File: src/rtl/bit_packer_pkg.sv
// Shared types and constants for the bit_packer block (state encoding, counter width, default word size).
package bit_packer_pkg;
  localparam int BIT_PACKER_COUNT_W   = 16;
  localparam int BIT_PACKER_DEF_WIDTH = 8;

  typedef enum logic [1:0] {
    ST_COLLECT = 2'd0,
    ST_PARITY  = 2'd1,
    ST_HOLD    = 2'd2
  } bp_state_e;
endpackage

File: src/rtl/bit_packer_shreg.sv
// LSB-first word assembly register: writes one bit per strobe at idx and flags
// the write that completes the word.
module bit_packer_shreg
  import bit_packer_pkg::*;
#(
  parameter int WIDTH = BIT_PACKER_DEF_WIDTH
) (
  input  logic                       clk,
  input  logic                       rst_n,
  input  logic                       wr_en,
  input  logic                       bit_in,
  input  logic                       clr,
  output logic [WIDTH-1:0]           shreg,
  output logic [$clog2(WIDTH)-1:0]   idx,
  output logic                       done
);
  localparam int IW = $clog2(WIDTH);

  logic [WIDTH-1:0] shreg_q, shreg_d;
  logic [IW-1:0]    idx_q, idx_d, idx_eff;

  // clr restarts the word; a write in the same cycle lands at bit 0
  always_comb begin
    idx_eff = clr ? '0 : idx_q;
    done    = wr_en && (idx_eff == IW'(WIDTH-1));
    shreg_d = shreg_q;
    idx_d   = idx_eff;
    if (wr_en) begin
      shreg_d[idx_eff] = bit_in;
      idx_d            = done ? '0 : idx_eff + IW'(1);
    end
  end

  always_ff @(posedge clk or negedge rst_n) begin
    if (!rst_n) begin
      shreg_q <= '0;
      idx_q   <= '0;
    end else begin
      shreg_q <= shreg_d;
      idx_q   <= idx_d;
    end
  end

  assign shreg = shreg_q;
  assign idx   = idx_q;
endmodule

File: src/rtl/bit_packer.sv
// Drains a 1-bit FIFO into WIDTH-bit words and offers them on an ENA/RDY get port.
// Optional trailing even-parity bit per word when BIT_PACKER_PARITY_EN is defined.
module bit_packer
  import bit_packer_pkg::*;
#(
  parameter int WIDTH = BIT_PACKER_DEF_WIDTH
) (
  input  logic                          CLK,
  input  logic                          nRST,
  input  logic                          in_first,
  input  logic                          in_first__RDY,
  input  logic                          in_deq__RDY,
  output logic                          in_deq__ENA,
  input  logic                          get__ENA,
  output logic                          get__RDY,
  output logic [WIDTH-1:0]              get,
  output logic                          get_perr,
  output logic [BIT_PACKER_COUNT_W-1:0] count
);
  bp_state_e                     state_q, state_d;
  logic [BIT_PACKER_COUNT_W-1:0] count_q, count_d;
  logic [WIDTH-1:0]              shreg;
  logic [$clog2(WIDTH)-1:0]      idx;
  logic                          done;
  logic                          deq_ok, deq, wr_en, clr;

  assign deq_ok = in_deq__RDY & in_first__RDY;
  // In HOLD a dequeue only happens alongside the word being taken
  assign deq    = (state_q == ST_HOLD) ? (get__ENA & deq_ok) : deq_ok;
  assign wr_en  = deq & (state_q != ST_PARITY);
  assign clr    = (state_q == ST_HOLD);

  bit_packer_shreg #(.WIDTH(WIDTH)) u_shreg (
    .clk    (CLK),
    .rst_n  (nRST),
    .wr_en  (wr_en),
    .bit_in (in_first),
    .clr    (clr),
    .shreg  (shreg),
    .idx    (idx),
    .done   (done)
  );

`ifdef BIT_PACKER_PARITY_EN
  logic perr_q, perr_d;
`endif

  always_comb begin
    state_d  = state_q;
    count_d  = count_q;
    get__RDY = 1'b0;
`ifdef BIT_PACKER_PARITY_EN
    perr_d   = perr_q;
`endif
    case (state_q)
      ST_COLLECT: begin
        if (done) begin
`ifdef BIT_PACKER_PARITY_EN
          state_d = ST_PARITY;
`else
          state_d = ST_HOLD;
`endif
        end
      end
`ifdef BIT_PACKER_PARITY_EN
      ST_PARITY: begin
        if (deq) begin
          perr_d  = (^shreg) ^ in_first;
          state_d = ST_HOLD;
        end
      end
`endif
      ST_HOLD: begin
        get__RDY = 1'b1;
        if (get__ENA) begin
          count_d = count_q + 1'b1;
          state_d = ST_COLLECT;
        end
      end
      default: state_d = ST_COLLECT;
    endcase
  end

  always_ff @(posedge CLK or negedge nRST) begin
    if (!nRST) begin
      state_q <= ST_COLLECT;
      count_q <= '0;
`ifdef BIT_PACKER_PARITY_EN
      perr_q  <= 1'b0;
`endif
    end else begin
      state_q <= state_d;
      count_q <= count_d;
`ifdef BIT_PACKER_PARITY_EN
      perr_q  <= perr_d;
`endif
    end
  end

  assign in_deq__ENA = deq & nRST;
  assign get         = shreg;
  assign count       = count_q;
`ifdef BIT_PACKER_PARITY_EN
  assign get_perr    = perr_q;
`else
  assign get_perr    = 1'b0;
`endif
endmodule

File: config.mk
export PLATFORM = sky130hd
export DESIGN_NAME = bit_packer
export DESIGN_NICKNAME = d
export VERILOG_FILES = /design/src/rtl/bit_packer_pkg.sv /design/src/rtl/bit_packer_shreg.sv /design/src/rtl/bit_packer.sv
export SDC_FILE = /design/constraint.sdc
export NUM_CORES = 1
export LEC_CHECK = 0
export ABC_AREA = 1
export CAP_MARGIN = 20
export CORE_MARGIN = 4
export CORE_UTILIZATION = 45
export CTS_CLUSTER_SIZE = 20
export DETAILED_ROUTE_END_ITERATION = 16
export GPL_ROUTABILITY_DRIVEN = 0
export PLACE_DENSITY_LB_ADDON = 0.2
export SETUP_SLACK_MARGIN = 0.5
export SYNTH_ARGS = -nofsm -noshare
export SYNTH_HDL_FRONTEND = slang
export SYNTH_SLANG_ARGS = --single-unit
File: constraint.sdc
create_clock -name CLK -period 2.05 [get_ports CLK]
set_input_delay 0.3075 -clock CLK [delete_from_list [all_inputs] [get_ports CLK]]
set_output_delay 0.3075 -clock CLK [all_outputs]
set_load 0.05 [all_outputs]
Word-level counts from Yosys, hierarchy flattened
Cells that the tools add are included.
{ "op_classes": {"add_sub_neg": 2, "reduce_logical": 5, "eq_ne": 5, "n_lt_le_gt_ge": 2, "n_bitwise": 4, "muxes": 11} }
{ "op_table": {"columns": ["cell", "count"], "rows": [
  ["$add 16x1->16 const B", 1],
  ["$mux 3", 3],
  ["$bwmux 8", 1],
  ["$and 1x1->1", 4],
  ["$lt 3x4->1 const B", 1],
  ["$mux 2", 2],
  ["$ne 2x2->1 const B", 2],
  ["$pmux 2 s2", 1],
  ["$reduce_and 2->1", 2],
  ["$add 3x1->3 const B", 1],
  ["$demux 1 s3", 1],
  ["$eq 3x3->1 const B", 1],
  ["$ge 3x1->1 const B", 1],
  ["$mux 1", 3],
  ["$eq 2x2->1 const B", 1],
  ["$logic_and 1x1->1", 2],
  ["$logic_not 2->1", 1],
  ["$ne 2x1->1 const B", 1]
]} }
{ "totals": {"word_cells": 33, "out_inout_bits": 27, "reg_bits": 29, "input_bits": 6} }

Logic depth before layout (Yosys ltp)
{ "logic_depth": {"word_depth": 7, "depth_mapped": 8, "ltp_nobuf": 8} }

Hierarchy
A second synthesis with hierarchy kept.
{ "unflattened": {"hier_cells": 169, "hier_area_um2": 1420.1} }
{ "by_module_without_submodules": {"columns": ["mod", "seq_area_each_um2", "cells_per_inst", "n_inst", "area_per_inst_um2"], "rows": [
  ["bit_packer", 425.4, 100, 1, 875.8],
  ["bit_packer_shreg", 275.3, 69, 1, 544.3]
]} }

Least setup slack after synthesis
No wires, ideal clock.
{ "synth_path": {"path_type": "register -> output", "from": "register state_q[1]", "to": "output port in_deq__ENA", "path_stages_with_launch": 4, "arrival_time_ps": 1552, "path_slack_ps": 190, "required_ps": 1742, "n_path_buf": 0, "path_cell_list": "dfrtp_1 -> nand2_1 -> nand3_1 -> nor2_1"} }
{ "synth_between": {"elab_chain_cells": 3} }
{ "synth_lines": {"columns": ["element", "line", "text"], "rows": [
  ["start: declaration", "bit_packer.sv:20", "bp_state_e state_q, state_d;"],
  ["start signal: assignment", "bit_packer.sv:92", "state_q <= state_d;"],
  ["$eq 2x2->1", "bit_packer.sv:29", "assign deq = (state_q == ST_HOLD) ? (get__ENA & deq_ok) : deq_ok;"],
  ["$mux 1", "bit_packer.sv:29", null],
  ["$and 1x1->1", "bit_packer.sv:100", "assign in_deq__ENA = deq & nRST;"],
  ["end: declaration", "bit_packer.sv:13", "output logic in_deq__ENA,"]
]} }
Every way passes these cells.

Worst setup path in the final report
Same ends and word-level chain as after synthesis.

==> reports/metrics.yaml <==
floorplanning:
  initial_core_util_pct: 47.73
  rows: 19
  dieArea_um2: 3912
  io_pins: 33
  core-area_um2: 2805
  die_w_um: 62.55
  dieHeight_um: 62.55
global_route:
  antenna_found_initial: 0
  grt_overflow: 0
  grt_pass1_wl_um: 5209
  grt.total_usage_pct: 16.25
  grt_start_max_net_pins: 29
  grt_pass1_vias: 1197
cts:
  postCtsHoldBufs: 0
  insertion_delay_ns: 0.33
  cts_made_buffers: 3
  root_buffer: "clkbuf_4"
  cts_max_level: 1
  clk_pin_slew_ns: 0.16
  cts_tree: "done"
  cts_buffer_depth: 2
  cts.sinks: 28
worst_setup_path:
  crit_path_cell_trace: "nand2_1, nand3_2, nor2_4, buf_12"
  required_ns: 1.74
  cp-end-kind: "output port"
  criticalPathCategory: "reg2out"
  timing.rr.end: "u_shreg.idx[2]$_DFF_PN0_"
  cp.arrival_ns: 1.22
  regToRegSetupSlack_ns: 0.57
  startpoint_type: "flip-flop"
  critPathMaxFanout: 3
  worstReg2RegStart: "state_q[1]$_DFFE_PN0P_"
  cp_slowest_cell: "dfrtp_2"
  max_stage_delay_ns: 0.44
  r2r_cells: 8
power:
  total_power_mw: 1.853
  irDropWorstVdd_uv: 652.5
  p_leak_nw: 0.8697
  cellPowerDensity_nw_per_um2: 1071
synthesis:
  synth_common_cells: "nand2_1 (44), dfrtp_1 (28), nor2_1 (18), inv_1 (17), o21ai_0 (10)"
  synthSimpleGateAreaFrac_pct: 26.92
  yosys_warnings: 0
  synth-seq-cells: 28
  synth_top_family_by_area: "simple AND/OR/NAND/NOR gates"
  async_reset_ff_share_pct: 100.0
  synth_compound_area_share_pct: 4.299
  yosysMostFrequentCell: "nand2_1"
  synth-xor-area-share_pct: 7.196
  synth_fa_ha_area_share_pct: 2.804
  synth.cell_area_um2: 1339
  synth_area_per_cell_um2: 8.637
  synth_top_area_share_pct: 52.34
  synth_nets: 164
  yosysTopAreaCell: "dfrtp_1"
  yosysSeqAreaShare_pct: 52.34
  synth_edf_count: 0
  netlist_top_cells_area: "dfrtp_1 (52%), nand2_1 (12%), nor2_1 (5.0%)"
  synth_cell_type_count: 21
  synth.area.mux_share_pct: 0.8411
  ys.flop_type: "dfrtp_1"
  syn-instance-count: 155
placed_design:
  port_buffers: 31
  placedInstanceArea_um2: 1704
  hpwl_um: 2135
timing:
  setup-tns-final_ns: 0
  holdWs_ns: 0.3642
  min_period_over_period_pct: 74.66
  period_needed_ns: 1.531
  drv_slew: 0
  setup_viol: 0
  hold_violations: 0
  rsz0062_at_grt: "yes"
  skew_ns: 0.009329
  clock.fmax_ghz: 0.6534
layout:
  drive_gt1_share_pct: 24.87
  fin_area_um2: 1730
  utilization_pct: 61.69
  diodes: 0
  areaGrowthSynthToFinish_pct: 29.25
  nets: 203
hold_path:
  hold_class: "in2async"
detailed_routing:
  viasPerCell: 4.942
  antenna_left: 0
  drtIter0Drc: 35
  drc: 0
  wirelength_um: 2800
  vias: 1107
  dr.pass1.iters: 4
  avgRoutedWirePerCell_um: 12.50
outcome:
  status: "complete, no violations"
flow_run:
  maxCapViolations: 0
power by group:
| part | internal, mW | switching (mW) |
|---|---|---|
| clock network | 0.198 | 0.168 |
| logic | 0.195 | 0.547 |
| registers | 0.672 | 0.0732 |
| total | 1.06 | 0.788 |
per-layer routing:
layer	part of all wire [%]	vias to the layer above	global-route usage, %
li1	-	560	-
met1	42	528	17.98
met2	53	17	30.09
met3	3.8	2	3.597
met4	0.71	0	6.061
met5	0	-	0
area by class of cell:
type                       count  area [um2]
multi-input combinational    109       581.8
tap                           31       38.79
inverter                      17       63.81
timing repair buffer          35       289.0
fill                         247        1075
clock buffer                   3       22.52
sequential                    28       704.4
clock inverter                 1       30.03
stage by stage:
stage | worst slack (ns) | instances
2_1_floorplan | 0.5258 | 155
3_3_place_gp | 0.3502 | 217
3_5_place_dp | 0.3379 | 217
4_1_cts | 0.4953 | 224
5_1_grt | 0.4505 | 224
6_report | 0.5195 | 224
worst max-delay path by stage:
stage	from	end	slack (ns)
after floorplan	state_q[1]$_DFFE_PN0P_	in_deq__ENA	0.53
after global placement	get__ENA	in_deq__ENA	0.35
after detailed placement	get__ENA	in_deq__ENA	0.34
after CTS	state_q[1]$_DFFE_PN0P_	get__RDY	0.50
after global routing	state_q[1]$_DFFE_PN0P_	in_deq__ENA	0.45
final	state_q[1]$_DFFE_PN0P_	in_deq__ENA	0.52
sequential cells by signal, indices dropped and copies added (netlist names):
register	cells
u_shreg.shreg	8
u_shreg.idx	3
count	16
state_q	1
cells in the final DEF, fill, tap and decap left out, drive strengths merged:
| cell type | synthesis | layout |
|---|---|---|
| nand2 | 45 | 45 |
| dfrtp | 28 | 28 |
| nor2 | 21 | 21 |
| inv | 17 | 17 |
| clkbuf | 0 | 12 |
| o21ai | 10 | 10 |
| buf | 1 | 10 |
| clkdlybuf4s15 | 0 | 8 |
| nand3 | 8 | 8 |
| xor2 | 6 | 6 |
| xnor2 | 5 | 5 |
| nand4 | 4 | 4 |
| clkdlybuf4s50 | 0 | 4 |
| ha | 3 | 3 |
| clkdlybuf4s18 | 0 | 3 |
| nor3 | 3 | 3 |
| mux2 | 1 | 1 |
| nand3b | 1 | 1 |
| o31ai | 1 | 1 |
| conb | 1 | 1 |
| bufinv | 0 | 1 |
| dlygate4sd2 | 0 | 1 |
what timing repair did:
item / CTS / global route
resized for setup: 69 / 24
pin swaps: 1 / 1
setup endpoints to repair: 26 / 21
buffers inserted: 3 / 0
cells by family (layout without fill, tap and decap cells):
family	Yosys count	count (layout)
other cells	1	1
compound gates	11	11
buf+inv	18	56
simple gates	82	82
xor+xnor	11	11
mux	1	1
fa+ha+maj	3	3
flops	28	28
worst max-delay path: cells and delay by family (launching register included):
family,cells,cell delay [ns]
buf+inv,1,0.14
flops,1,0.44
simple gates,3,0.31
Note: power is estimated with default switching activity, not from simulation.
